File: src/rtl/fir_dec_fifo.sv
// fir_dec_fifo: post-FIR stage. Drops the start-up transient, decimates by R,
// and buffers kept samples in a show-ahead FIFO with a valid/ready read port.
// A kept sample that finds the FIFO full (with no read) is lost and latches a
// sticky overflow flag.
module fir_dec_fifo #(
    parameter int W      = 8,
    parameter int R      = 4,
    parameter int DEPTH  = 8,
    parameter int WARMUP = 5
) (
    input  logic                   clk,
    input  logic                   reset,
    input  logic [W-1:0]           x_in,
    input  logic                   x_valid,
    output logic [W-1:0]           y_out,
    output logic                   y_valid,
    input  logic                   y_ready,
    output logic [$clog2(DEPTH):0] fill,
    output logic                   overflow,
    input  logic                   ovf_clr
);
    localparam int AW   = $clog2(DEPTH);
    localparam int WC_W = (WARMUP < 1) ? 1 : $clog2(WARMUP + 1);
    localparam int PH_W = (R < 2) ? 1 : $clog2(R);

    logic [WC_W-1:0] warm_cnt_q, warm_cnt_d;
    logic [PH_W-1:0] phase_q, phase_d;
    logic [AW-1:0]   wr_ptr_q, wr_ptr_d;
    logic [AW-1:0]   rd_ptr_q, rd_ptr_d;
    logic [AW:0]     fill_q, fill_d;
    logic            overflow_q, overflow_d;
    logic [W-1:0]    mem_q [DEPTH];

    logic warm_done, post, keep, full, rd, wr, drop;

    // Qualify the incoming sample: warm-up done, decimation phase, FIFO handshake.
    always_comb begin
        warm_done = (warm_cnt_q == WC_W'(WARMUP));
        post      = x_valid && warm_done;
        keep      = post && (phase_q == '0);
        full      = (fill_q == (AW+1)'(DEPTH));
        rd        = (fill_q != '0) && y_ready;
        // A full FIFO still accepts a write when the head leaves in the same cycle.
        wr        = keep && (!full || rd);
        drop      = keep && full && !rd;
    end

    // Next-state for counters, pointers, occupancy and the sticky overflow flag.
    always_comb begin
        warm_cnt_d = warm_cnt_q;
        if (x_valid && !warm_done) begin
            warm_cnt_d = warm_cnt_q + 1'b1;
        end

        // Phase advances on every post-warm-up sample, including dropped ones,
        // so the decimation grid never slips.
        phase_d = phase_q;
        if (post) begin
            phase_d = (phase_q == PH_W'(R - 1)) ? '0 : phase_q + 1'b1;
        end

        wr_ptr_d = wr ? wr_ptr_q + 1'b1 : wr_ptr_q;
        rd_ptr_d = rd ? rd_ptr_q + 1'b1 : rd_ptr_q;

        fill_d = fill_q;
        if (wr && !rd) begin
            fill_d = fill_q + 1'b1;
        end else if (rd && !wr) begin
            fill_d = fill_q - 1'b1;
        end

        if (drop) begin
            overflow_d = 1'b1;
        end else if (ovf_clr) begin
            overflow_d = 1'b0;
        end else begin
            overflow_d = overflow_q;
        end
    end

    // Control state register, asynchronously cleared.
    always_ff @(posedge clk or posedge reset) begin
        if (reset) begin
            warm_cnt_q <= '0;
            phase_q    <= '0;
            wr_ptr_q   <= '0;
            rd_ptr_q   <= '0;
            fill_q     <= '0;
            overflow_q <= 1'b0;
        end else begin
            warm_cnt_q <= warm_cnt_d;
            phase_q    <= phase_d;
            wr_ptr_q   <= wr_ptr_d;
            rd_ptr_q   <= rd_ptr_d;
            fill_q     <= fill_d;
            overflow_q <= overflow_d;
        end
    end

    // Sample storage; contents are don't-care until written, so no reset.
    always_ff @(posedge clk) begin
        if (wr) begin
            mem_q[wr_ptr_q] <= x_in;
        end
    end

    // Show-ahead read port: head entry driven straight from storage, zero when empty.
    always_comb begin
        y_valid  = (fill_q != '0);
        y_out    = y_valid ? mem_q[rd_ptr_q] : '0;
        fill     = fill_q;
        overflow = overflow_q;
    end

endmodule

File: config.mk
export PLATFORM = sky130hd
export DESIGN_NAME = fir_dec_fifo
export DESIGN_NICKNAME = d
export VERILOG_FILES = /design/src/rtl/fir_dec_fifo.sv
export SDC_FILE = /design/constraint.sdc
export NUM_CORES = 1
export LEC_CHECK = 0
export CAP_MARGIN = 30
export CORE_MARGIN = 2
export CORE_UTILIZATION = 57
export CTS_BUF_LIST = sky130_fd_sc_hd__clkbuf_8 sky130_fd_sc_hd__clkbuf_16
export DETAILED_ROUTE_END_ITERATION = 10
export HOLD_SLACK_MARGIN = 0.1
export PLACE_DENSITY = 0.86
export SETUP_SLACK_MARGIN = 0.15
export SYNTH_ARGS = -nofsm -noshare
export SYNTH_HDL_FRONTEND = slang
export SYNTH_SLANG_ARGS = --single-unit
File: constraint.sdc
create_clock -name clk -period 3.5 [get_ports clk]
set_clock_uncertainty 0.2 [all_clocks]
set_input_delay 0.525 -clock clk [delete_from_list [all_inputs] [get_ports clk]]
set_output_delay 0.525 -clock clk [all_outputs]
set_load 0.03 [all_outputs]
==> results.md <==
* CTS Hold Bufs at 0
* Total grt overflow at 0
* Crit path launch type: flop
* Vias in the first global route at 1768
* Final HPWL DP at 4040 µm
* Sequential area share after synthesis at 0.689
* Critical Path AT at roughly 2.5 ns
* Setup-failing EPs final at 0
* First-pass GRT wire length at between 9000 and 10000 µm
* Initial DRC count at between 100 and 150
* PwrDens at 804 mW/mm²
* Netlist Area Pre-Place at about 0.0034 mm²
* IR drop worst, VDD at around 0.00048 V
* Total GRT Usage at 0.205
* Post-synth top area share at 0.570
* Residual DRC at 0
* Largest net degree at the start of global routing at 19
* Area contributors post-synth: edfxtp_1 (57%), dfrtp_1 (12%), mux4_2 (11%), ha_1 (3.3%), a22o_1 (2.3%)
* Final Net Count at roughly 250
* Drt pass-1 iters at 4
* Commonest cells after routing, fill and taps aside: edfxtp_1 (64), clkdlybuf4s50_1 (25), mux4_2 (16), dfrtp_1 (16), buf_4 (11)
* Clk Latency, worst-skew pair at between 0.3 and 0.4 ns
* Worst hold path type: flop to flop
* Worst path cell trace: or4_4, nor2b_1, buf_4, a22o_1, clkdlybuf4s50_1
* Unrepaired setup endpoints after global routing: no
* Critical path class: flop to primary output
* YS warnings at 0
* Post-Syn Instances at roughly 190
* Mapped Avg Cell Area at 17.9 µm²
* Die width at between 80 and 90 µm
* Routed vias at approximately 1800
* Final WL at between 6000 and 7000 µm
* CP bufs+invs at 2
* Diode count at 0
* Top Family by Delay on Critical Path: buffers and inverters
* CTS Buf Count at 9
* Layout cells sized above 1 at 0.215
* Area Overhead vs Synth at 17.1%
* Leakage at roughly 1.4 nW
* Final core occ at 0.679
* Slew headroom at 0.480
* #FFs+latches synth at 80
* Row cnt at 28
* Hold Violations, Final at 0
* Clock sink count at 80
* Status: finished, final reports clean
* Initial antenna violation count at 0
* WL per Instance at 19.5 µm
* Die height at about 81 µm
* IO buf count at 26
* Max Freq at between 300 and 400 MHz
* Reg clk slew, reported paths at 0.08 ns
* CTS H-Tree Depth at 3
* Commonest non-fill, non-tap cell in the layout: edfxtp_1
* Mapped Nets at between 200 and 250
* Clock root cell: clkbuf_8
* Vias/cell at 5.89
* Post-CTS Setup Bufs at 0
* Max Fanout on Critical Path at 8
* Antenna Nets Post-Route at 0
* CP max stage cell: clkdlybuf4s50_1
* Synth area leader: edfxtp_1
* Core area at between 0.005 and 0.006 mm²
* Die footprint at 0.00655 mm²
* Clk buf depth at 2
* Initial Util at 0.580
* Data required, critical path at between 2 and 3 ns
* Crit path capture type: primary output
* Fin Setup TNS at 0 ns
* Placer congestion estimate at 0.837
* WHS at slightly above 0.3 ns
* Ports at 27
* Least-Margin Pin Slew at 0.781 ns
* Tmin final at approximately 3.2 ns
* Max Slew Vio Count at 0
* Slowest stage delay, CP at between 0.5 and 0.6 ns
* Cell variety after synth at 37
* Max-cap violations at 0
* Final worst-path cycle share at 0.928
* TritonCTS clock tree: built
## where the power goes
group	total, mW	internal, mW	switching, mW	leakage (nW)
combinational	1.24	0.621	0.624	0.547
clock	0.657	0.329	0.328	0.0933
sequential	1.27	1.13	0.141	0.769
## final timing paths
check,endpoint,start,cells after the start,slack (ns)
max in group asynchronous,wr_ptr_q[0]$_DFFE_PP0P_,reset,2,2.34
worst max register to register,fill[3]$_DFFE_PP0P_,fill[1]$_DFFE_PP0P_,9,0.45
min in group asynchronous,wr_ptr_q[1]$_DFFE_PP0P_,reset,2,0.35
worst min register to register,rd_ptr_q[2]$_DFFE_PP0N_,rd_ptr_q[2]$_DFFE_PP0N_,1,0.31
worst min-delay path,rd_ptr_q[2]$_DFFE_PP0N_,rd_ptr_q[2]$_DFFE_PP0N_,1,0.31
worst max-delay path,y_out[0],fill[1]$_DFFE_PP0P_,5,0.25
## layer usage
| layer | vias up | share of wire | wire, µm | global-route usage |
|---|---|---|---|---|
| met2 | 52 | 0.52 | 3120 | 0.340 |
| met4 | 0 | 0.016 | 95 | 0.0864 |
| met5 | - | 0 | 0 | 0 |
| met3 | 10 | 0.048 | 291 | 0.0522 |
| met1 | 928 | 0.42 | 2500 | 0.257 |
| li1 | 824 | - | - | - |
## stage by stage
step	worst slack [ns]	instance area (µm²)	power (mW)	std cells
2_1_floorplan	0.512	3370	2.19	188
3_3_place_gp	0.329	3750	2.50	292
3_5_place_dp	0.269	3750	2.54	292
4_1_cts	0.224	3950	3.20	308
5_1_grt	0.156	3950	3.35	308
6_report	0.252	3950	3.17	308
## sequential cells by signal, summed over array words and instances (netlist names)
name / cells
fill: 4
mem_q: 64
overflow: 1
phase_q: 2
rd_ptr_q: 3
warm_cnt_q: 3
wr_ptr_q: 3
## area by class of cell
class,instances,area [µm²]
Tap cell,75,93.8
Multi-Input combinational cell,93,965
Timing Repair Buffer,37,345
Clock inverter,7,71.3
Fill cell,401,1870
Inverter,7,26.3
Sequential cell,80,2320
Clock buffer,9,124
## cell families after synthesis
logic type	after synthesis	share of synthesized area
and+or+nand+nor	34	0.0564
buffers and inverters	15	0.0252
muxes	22	0.126
DFF	80	0.689
adders and majority gates	10	0.0393
AOI/OAI and AO/OA	20	0.0460
xor gates and xnor gates	7	0.0182
## Yosys cell counts, drive strengths merged
cell type	number
or4	2
a21o	2
mux2i	2
nand2b	3
nand2	6
dfrtp	16
fa	1
o221ai	1
nor3	5
nor2b	1
nor4	1
nand3	3
and4	1
or3	4
clkbuf	2
ha	9
mux2	4
nand3b	2
inv	7
and2	1
a22o	9
xnor2	7
mux4	16
a21oi	3
nor2	5
edfxtp	64
a211o	1
buf	6
o21ai	2
o211ai	2
## timing repair
| action | in CTS | in global routing |
|---|---|---|
| gates resized for setup | 0 | 1 |
| endpoints found under the setup margin | 0 | 1 |
| hold endpoints to repair | 0 | 0 |
No activity file was read; power rests on OpenSTA's default activity.
